File: src/rtl/wash_sequencer.sv
// wash_sequencer: wash-cycle controller feeding the seven-segment display driver.
// Steps the selected program through fill/wash/drain/rinse/spin on one-second ticks.
// Then counts down to auto power-off.
module wash_sequencer #(
    parameter int unsigned CLK_PER_SEC  = 100000000,
    parameter int unsigned TARGET_LEVEL = 5,
    parameter int unsigned WASH_SEC     = 12,
    parameter int unsigned RINSE_SEC    = 8,
    parameter int unsigned SPIN_SEC     = 6,
    parameter int unsigned POWEROFF_SEC = 9
) (
    input  logic       clk,
    input  logic       reset,
    input  logic       start,
    input  logic       pause,
    input  logic [1:0] mode,
    output logic [3:0] water_level,
    output logic [5:0] time_now,
    output logic [5:0] time_all,
    output logic [2:0] stage,
    output logic       if_finish,
    output logic [3:0] counter_power,
    output logic       power_off,
    output logic       valve_in,
    output logic       valve_out,
    output logic       motor
);

    typedef enum logic [2:0] {
        StIdle  = 3'd0,
        StFill  = 3'd1,
        StWash  = 3'd2,
        StDrain = 3'd3,
        StRinse = 3'd4,
        StSpin  = 3'd5,
        StDone  = 3'd6,
        StOff   = 3'd7
    } state_e;

    localparam int unsigned PRESC_W = (CLK_PER_SEC > 1) ? $clog2(CLK_PER_SEC) : 1;
    localparam logic [PRESC_W-1:0] PRESC_LAST = PRESC_W'(CLK_PER_SEC - 1);
    localparam logic [3:0] LEVEL_TGT  = 4'(TARGET_LEVEL);
    localparam logic [5:0] WASH_T     = 6'(WASH_SEC);
    localparam logic [5:0] RINSE_T    = 6'(RINSE_SEC);
    localparam logic [5:0] SPIN_T     = 6'(SPIN_SEC);
    localparam logic [3:0] POWEROFF_T = 4'(POWEROFF_SEC);
    // Fill and drain each take TARGET_LEVEL seconds (one level step per tick)
    localparam logic [5:0] TOTAL_FULL  = 6'(4 * TARGET_LEVEL + WASH_SEC + RINSE_SEC + SPIN_SEC);
    localparam logic [5:0] TOTAL_WASH  = 6'(2 * TARGET_LEVEL + WASH_SEC);
    localparam logic [5:0] TOTAL_RINSE = 6'(2 * TARGET_LEVEL + RINSE_SEC + SPIN_SEC);
    localparam logic [5:0] TOTAL_SPIN  = 6'(SPIN_SEC);

    state_e              state_q;
    logic [1:0]          mode_q;
    logic                rinse_pending_q;
    logic [PRESC_W-1:0]  presc_q;
    logic [5:0]          timer_q;
    logic [3:0]          level_q;
    logic [5:0]          time_now_q;
    logic [5:0]          time_all_q;
    logic [3:0]          counter_power_q;
    logic                if_finish_q;
    logic                power_off_q;
    logic                valve_in_q;
    logic                valve_out_q;
    logic                motor_q;

    logic [5:0] total_live;
    logic       running;
    logic       tick;
    logic       start_ok;

    // Actuator pattern {valve_in, valve_out, motor} for a stage
    function automatic logic [2:0] stage_enables(input state_e s);
        case (s)
            StFill:          return 3'b100;
            StDrain:         return 3'b010;
            StWash, StRinse: return 3'b001;
            StSpin:          return 3'b011;
            default:         return 3'b000;
        endcase
    endfunction

    // Program total for the live mode input, plus tick and start qualification
    always_comb begin
        total_live = TOTAL_FULL;
        unique case (mode)
            2'd0: total_live = TOTAL_FULL;
            2'd1: total_live = TOTAL_WASH;
            2'd2: total_live = TOTAL_RINSE;
            2'd3: total_live = TOTAL_SPIN;
        endcase
        running  = (state_q == StFill) || (state_q == StWash) || (state_q == StDrain) ||
                   (state_q == StRinse) || (state_q == StSpin);
        // pause only freezes the active stages; DONE keeps counting toward power-off
        tick     = ((running && !pause) || (state_q == StDone)) && (presc_q == PRESC_LAST);
        start_ok = start && ((state_q == StIdle) || (state_q == StDone));
    end

    // Sequencer: start handling, prescaler, stage progression and registered outputs
    always_ff @(posedge clk or posedge reset) begin
        if (reset) begin
            state_q         <= StIdle;
            mode_q          <= 2'd0;
            rinse_pending_q <= 1'b0;
            presc_q         <= '0;
            timer_q         <= '0;
            level_q         <= '0;
            time_now_q      <= '0;
            time_all_q      <= '0;
            counter_power_q <= '0;
            if_finish_q     <= 1'b0;
            power_off_q     <= 1'b0;
            valve_in_q      <= 1'b0;
            valve_out_q     <= 1'b0;
            motor_q         <= 1'b0;
        end else if (start_ok) begin
            mode_q          <= mode;
            time_all_q      <= total_live;
            time_now_q      <= total_live;
            presc_q         <= '0;
            counter_power_q <= '0;
            if_finish_q     <= 1'b0;
            level_q         <= '0;
            // rinse-only program goes straight to RINSE after its first fill
            rinse_pending_q <= (mode == 2'd2);
            if (mode == 2'd3) begin
                state_q <= StSpin;
                timer_q <= SPIN_T;
                {valve_in_q, valve_out_q, motor_q} <= stage_enables(StSpin);
            end else begin
                state_q <= StFill;
                {valve_in_q, valve_out_q, motor_q} <= stage_enables(StFill);
            end
        end else begin
            case (state_q)
                StIdle: begin
                    time_all_q <= total_live;
                    time_now_q <= total_live;
                    presc_q    <= '0;
                end
                StOff: begin
                end
                default: begin
                    if (running && pause) begin
                        {valve_in_q, valve_out_q, motor_q} <= 3'b000;
                    end else begin
                        {valve_in_q, valve_out_q, motor_q} <= stage_enables(state_q);
                        presc_q <= tick ? '0 : presc_q + 1'b1;
                        if (tick) begin
                            if (running && time_now_q != '0) time_now_q <= time_now_q - 6'd1;
                            case (state_q)
                                StFill: begin
                                    level_q <= level_q + 4'd1;
                                    if (level_q == LEVEL_TGT - 4'd1) begin
                                        if (rinse_pending_q) begin
                                            state_q         <= StRinse;
                                            timer_q         <= RINSE_T;
                                            rinse_pending_q <= 1'b0;
                                            {valve_in_q, valve_out_q, motor_q} <=
                                                stage_enables(StRinse);
                                        end else begin
                                            state_q <= StWash;
                                            timer_q <= WASH_T;
                                            {valve_in_q, valve_out_q, motor_q} <=
                                                stage_enables(StWash);
                                        end
                                    end
                                end
                                StWash: begin
                                    timer_q <= timer_q - 6'd1;
                                    if (timer_q == 6'd1) begin
                                        state_q <= StDrain;
                                        // full program refills for a rinse after washing
                                        if (mode_q == 2'd0) rinse_pending_q <= 1'b1;
                                        {valve_in_q, valve_out_q, motor_q} <=
                                            stage_enables(StDrain);
                                    end
                                end
                                StRinse: begin
                                    timer_q <= timer_q - 6'd1;
                                    if (timer_q == 6'd1) begin
                                        state_q <= StDrain;
                                        {valve_in_q, valve_out_q, motor_q} <=
                                            stage_enables(StDrain);
                                    end
                                end
                                StDrain: begin
                                    level_q <= level_q - 4'd1;
                                    if (level_q == 4'd1) begin
                                        if (rinse_pending_q) begin
                                            state_q <= StFill;
                                            {valve_in_q, valve_out_q, motor_q} <=
                                                stage_enables(StFill);
                                        end else if (mode_q == 2'd1) begin
                                            state_q         <= StDone;
                                            if_finish_q     <= 1'b1;
                                            counter_power_q <= POWEROFF_T;
                                            {valve_in_q, valve_out_q, motor_q} <= 3'b000;
                                        end else begin
                                            state_q <= StSpin;
                                            timer_q <= SPIN_T;
                                            {valve_in_q, valve_out_q, motor_q} <=
                                                stage_enables(StSpin);
                                        end
                                    end
                                end
                                StSpin: begin
                                    timer_q <= timer_q - 6'd1;
                                    if (timer_q == 6'd1) begin
                                        state_q         <= StDone;
                                        if_finish_q     <= 1'b1;
                                        counter_power_q <= POWEROFF_T;
                                        {valve_in_q, valve_out_q, motor_q} <= 3'b000;
                                    end
                                end
                                StDone: begin
                                    if (counter_power_q == '0) begin
                                        state_q     <= StOff;
                                        power_off_q <= 1'b1;
                                        if_finish_q <= 1'b0;
                                    end else begin
                                        counter_power_q <= counter_power_q - 4'd1;
                                    end
                                end
                                default: begin
                                end
                            endcase
                        end
                    end
                end
            endcase
        end
    end

    assign water_level   = level_q;
    assign time_now      = time_now_q;
    assign time_all      = time_all_q;
    assign stage         = state_q;
    assign if_finish     = if_finish_q;
    assign counter_power = counter_power_q;
    assign power_off     = power_off_q;
    assign valve_in      = valve_in_q;
    assign valve_out     = valve_out_q;
    assign motor         = motor_q;

endmodule

File: config.mk
export PLATFORM = sky130hd
export DESIGN_NAME = wash_sequencer
export DESIGN_NICKNAME = d
export VERILOG_FILES = /design/src/rtl/wash_sequencer.sv
export SDC_FILE = /design/constraint.sdc
export NUM_CORES = 1
export LEC_CHECK = 0
export CAP_MARGIN = 15
export CELL_PAD_IN_SITES_DETAIL_PLACEMENT = 1
export CELL_PAD_IN_SITES_GLOBAL_PLACEMENT = 2
export CORE_MARGIN = 2
export CORE_UTILIZATION = 39
export CTS_BUF_LIST = sky130_fd_sc_hd__clkbuf_8 sky130_fd_sc_hd__clkbuf_16
export DETAILED_ROUTE_END_ITERATION = 12
export DONT_BUFFER_PORTS = 1
export PLACE_DENSITY_LB_ADDON = 0.1
export SLEW_MARGIN = 0
export SYNTH_ARGS = -nofsm -noshare
export SYNTH_HDL_FRONTEND = slang
export SYNTH_SLANG_ARGS = --single-unit
File: constraint.sdc
create_clock -name clk -period 3.33 [get_ports clk]
set_input_delay 0.999 -clock clk [delete_from_list [all_inputs] [get_ports clk]]
set_output_delay 0.999 -clock clk [all_outputs]
set_load 0.03 [all_outputs]
After elaboration in Yosys (flattened, before gate mapping) --
Cells that the tools add are included.
Storage, ports and cells: bits in registers 64, input port bits 6, output and inout port bits 28, word-level logic and storage cells 193
Operators by class: add/subtract/negate cells 6, equal/unequal tests 31, muxes and demuxes 101, bitwise gates (word level) 3, reduce and logical (&&, ||, !) cells 38
Operator list (count):
- 2-to-1 mux 6 bit | 15
- 2-to-1 mux 27 bit | 3
- case mux 27 bit (2 select lines) | 1
- 2-to-1 mux 4 bit | 13
- 2-to-1 mux 1 bit | 43
- 2-to-1 mux 3 bit | 13
- AND reduction 9 bit | 4
- adder 27 x 1 -> 27 bit, second input constant | 1
- == test 27 bit, second input constant | 1
- case mux 6 bit (4 select lines) | 1
- != test 3 x 2 -> 1 bit, second input constant | 7
- case mux 6 bit (3 select lines) | 1
- case mux 3 bit (5 select lines) | 1
- == test 3 bit, second input constant | 4
- != test 3 bit, second input constant | 4
- case mux 3 bit (4 select lines) | 1
- case mux 4 bit (3 select lines) | 1
- case mux 6 bit (2 select lines) | 1
- nonzero test 3 bit | 4
- nonzero test 6 bit | 2
- subtractor 6 x 1 -> 6 bit, second input constant | 2
- case mux 1 bit (3 select lines) | 3
- case mux 4 bit (2 select lines) | 1
- AND reduction 4 bit | 2
- other kinds (29) | 50

Longest topological paths before layout --
depth after elaboration 12, gate-level depth with buffers 9, depth with buffers taken out 8

Worst setup path before layout --
Ideal clock, no wire load.
path kind input -> register, start in pause, end reg timer_q[2], setup time 121 ps, arrival time 2347 ps, data required time 3209 ps, setup slack 862 ps, stages 8, path through o21ba_2 -> o221a_2 -> and3_1 -> buf_6 -> o211ai_4 -> clkbuf_1 -> nor2_1 -> o22a_1
On the way: longest elaborated chain between the ends 6, elaborated cells between the ends (all ways) 8, classes of those cells 1 x eq/ne; 7 x reduce/logical
Ends and longest elaborated chain:
- start, declared | RTL line 15 | input logic pause,
- logical NOT 1 bit | RTL line 96 | tick = ((running && !pause) || (state_q == StDone)) && (presc_q == PRESC_LAST);
- logical AND 1 bit | RTL line 96
- logical OR 1 bit | RTL line 96
- logical AND 1 bit | RTL line 96
- nonzero test 2 bit (no source line)
- AND reduction 9 bit (no source line) *
- end signal, assigned | RTL line 171 | timer_q <= timer_q - 6'd1;
- end signal, assigned | RTL line 181 | timer_q <= timer_q - 6'd1;
- end signal, assigned | RTL line 209 | timer_q <= timer_q - 6'd1;
- end, declared | RTL line 57 | logic [5:0] timer_q;
Every way passes the cells marked *; elsewhere a longest branch is shown, timed or not. A chain may end at the register's enable or synchronous reset.

Final worst setup path --
start reg presc_q[0], end reg timer_q[4]
On the way: longest elaborated chain between the ends 4
Ends and longest elaborated chain:
- start, declared | RTL line 56 | logic [PRESC_W-1:0] presc_q;
- start signal, assigned | RTL line 149 | presc_q <= tick ? '0 : presc_q + 1'b1;
- == test 27 bit | RTL line 96
- logical AND 1 bit | RTL line 96
- nonzero test 2 bit (no source line)
- AND reduction 9 bit (no source line)
No other way between the ends.

==> flow_summary.toml <==
[power]
p_leak_nw = 1.79
p_total_mw = 3.40
worst_ir_drop_vdd_uv = 407
pwr_density_cell_mw_per_mm2 = 798

[floorplan]
initial_core_util = 0.397
dieArea_sq_mm = 0.0107
dieHeight_um = 103
ioPinCount = 34
die_w_um = 103
core_area_sq_mm = 0.00968
core.rowCount = 36

[grt]
grtUsageTotal = 0.209
antenna_found_initial = 0
grt_pass1_vias = 3292
grt_start_max_net_pins = 63
grt_pass1_wl_um = 17100
grt_overflow_total = 0

[worst_setup_path]
path_class = "flop to flop"
cp_max_fo = 12
slowest_delay_ns = 0.56
critPathCaptureType = "flop"
cp_data_arrival_time_ns = 3.11
path_cells = "ha_1, or4bb_1, nor4_4, and3_1, o211ai_4, or4_1, nand3_1"
startpoint_type = "flop"
cp-startpoint = "presc_q[0]$_DFFE_PP0P_"
crit_required_ns = 3.60
worst_path_max_delay_cell = "and3_1"
rr_startpoint = "presc_q[0]$_DFFE_PP0P_"

[synth]
ys_top_cells_by_area = "dfrtp_1, nor2_1, ha_1"
ys_seq_elements = 62
async_flop_share = 1.00
synthesis.nets = 462
syn_avg_cell_area_sq_um = 8.69
ys_types = 64
synth_top_cell_area_share = 0.404
synth_enable_flop_cells = 0
yosys.area.top_type = "dfrtp_1"
ys_seq_area_frac = 0.404
synth_area_sq_mm = 0.00384
synth_ff_type = "dfrtp_1"
ys_warn_count = 0
syn_inst = 442

[min_path]
hold_class = "flop to flop"
min_from = "mode_q[1]$_DFFE_PP0P_"

[finish]
layout.cells.non_filler = 584
nFillCells = 1169
multi_input_area_sq_mm = 0.00212
regArea_sq_mm = 0.00155
layout_common_cells = "nor2_1, dfrtp_1, nand2_1"
drive_gt1_frac = 0.106
final_area_sq_mm = 0.00426
final_nets = 466
area_growth_syn_to_layout_pct = 10.8
diodes = 0

[status]
status = "completed"

[route]
detail_route.vias_per_cell = 5.45
route.vias.total = 3184
routed_wl_um = 10200
first_pass_iters = 4
ant_nets = 0
drc = 0
wl_per_cell_um = 17.4
first_iter_violations = 94

[clocking]
clockBufferDepth = 2
clock-sinks = 62
insertion_delay_ns = 0.34
ctsRootBufferMaster = "clkbuf_8"
cts_tree = "yes"
h-tree-depth = 3
cts_setup_buffers = 0
clk_pin_slew_ns = 0.07
numCtsBuffers = 9
postCtsHoldBufs = 0
cts_resized = 0

[placed_design]
post-dp-hpwl_um = 7290
dpl-instance-area_sq_mm = 0.00404
port_buffers = 0
gp_congestion = 0.824
dp_cells = 568

[sta]
hold_viol = 0
tightest_slew_ns = 0.756
slew_viol_final = 0
period_needed_ns = 2.84
finClkSkew_ns = 0.00815
setup_viol_count_final = 0
fmax_ghz = 0.352
fin_hold_ws_ns = 0.505
min_period_over_period = 0.853
relSlewSlack = 0.496
rsz0062_at_grt = "no"
setup-tns-final_ns = 0

[run]
maxCapViolations = 0
==> cells by family (layout without fill, tap and decap cells) <==
family | count (synthesis) | count (layout) | share of synthesized area
adder cells (fa/ha/maj) | 14 | 14 | 0.0456
XOR/XNOR | 31 | 31 | 0.0707
multiplexers | 6 | 6 | 0.0169
AND/OR/NAND/NOR | 200 | 200 | 0.264
other | 1 | 1 | 0.000977
flip-flops | 62 | 62 | 0.404
buffers and inverters | 41 | 50 | 0.0443
AO/OA/AOI/OAI | 87 | 87 | 0.153
==> worst max-delay path: cells and delay by family (launching register included) <==
kind                       cells  cell delay [ns]
AOI/OAI and AO/OA              1             0.21
adders and majority gates      1             0.26
DFF                            1             0.38
and+or+nand+nor                5             1.91
==> synthesized netlist by cell type (all sizes together) (5+ instances only) <==
master / n
xnor2: 17
dfrtp: 62
nand3: 18
nor4: 8
inv: 18
nand4: 8
nand2b: 6
a211oi: 6
a21oi: 22
clkbuf: 18
o21ai: 19
nand2: 43
nor3: 19
nor2: 62
o22ai: 6
xor2: 14
buf: 5
ha: 14
==> through the flow <==
step / setup WS [ns] / utilization
2_1_floorplan: 0.790 / -
3_5_place_dp: 0.472 / 0.417
4_1_cts: 0.464 / 0.439
3_3_place_gp: 0.497 / 0.417
6_report: 0.489 / 0.439
5_1_grt: 0.319 / 0.439
==> where the power goes <==
| group | switching, mW | internal [mW] |
|---|---|---|
| clock | 0.297 | 0.425 |
| sequential | 0.422 | 0.913 |
| combinational | 0.808 | 0.532 |
| total | 1.53 | 1.87 |
==> flip-flops by register name, summed over array words and instances (netlist names) <==
| signal | flops |
|---|---|
| counter_power | 4 |
| if_finish | 1 |
| mode_q | 2 |
| motor | 1 |
| power_off | 1 |
| presc_q | 27 |
| rinse_pending_q | 1 |
| stage | 3 |
| time_all | 4 |
| time_now | 6 |
| timer_q | 6 |
| valve_in | 1 |
| valve_out | 1 |
| water_level | 4 |
==> worst paths after layout <==
kind | slack, ns | endpoint | cells past startpoint
min in group asynchronous | 0.61 | presc_q[23]$_DFFE_PP0P_ | 2
max | 0.49 | timer_q[4]$_DFFE_PP0P_ | 7
max in group asynchronous | 2.44 | rinse_pending_q$_DFFE_PP0P_ | 2
min | 0.50 | mode_q[1]$_DFFE_PP0P_ | 2
min reg2reg | 0.50 | mode_q[1]$_DFFE_PP0P_ | 2
max reg2reg | 0.49 | timer_q[4]$_DFFE_PP0P_ | 7
==> cell type report <==
class,instances,share of cell area
multi-input cells,339,0.498
clock inverters,3,0.00941
inverters,18,0.0159
well taps,133,0.0391
clock buffers,13,0.0420
flip-flops and latches,62,0.365
repair buffers,16,0.0312
==> routing by layer <==
layer,wire length (um),global-route usage,vias to the layer above
li1,-,-,1570
met1,5060,0.296,1558
met2,4620,0.317,52
met3,446,0.0403,4
met4,44,0.0759,0
met5,0,0,-
Note: power is estimated with default switching activity, not from simulation.
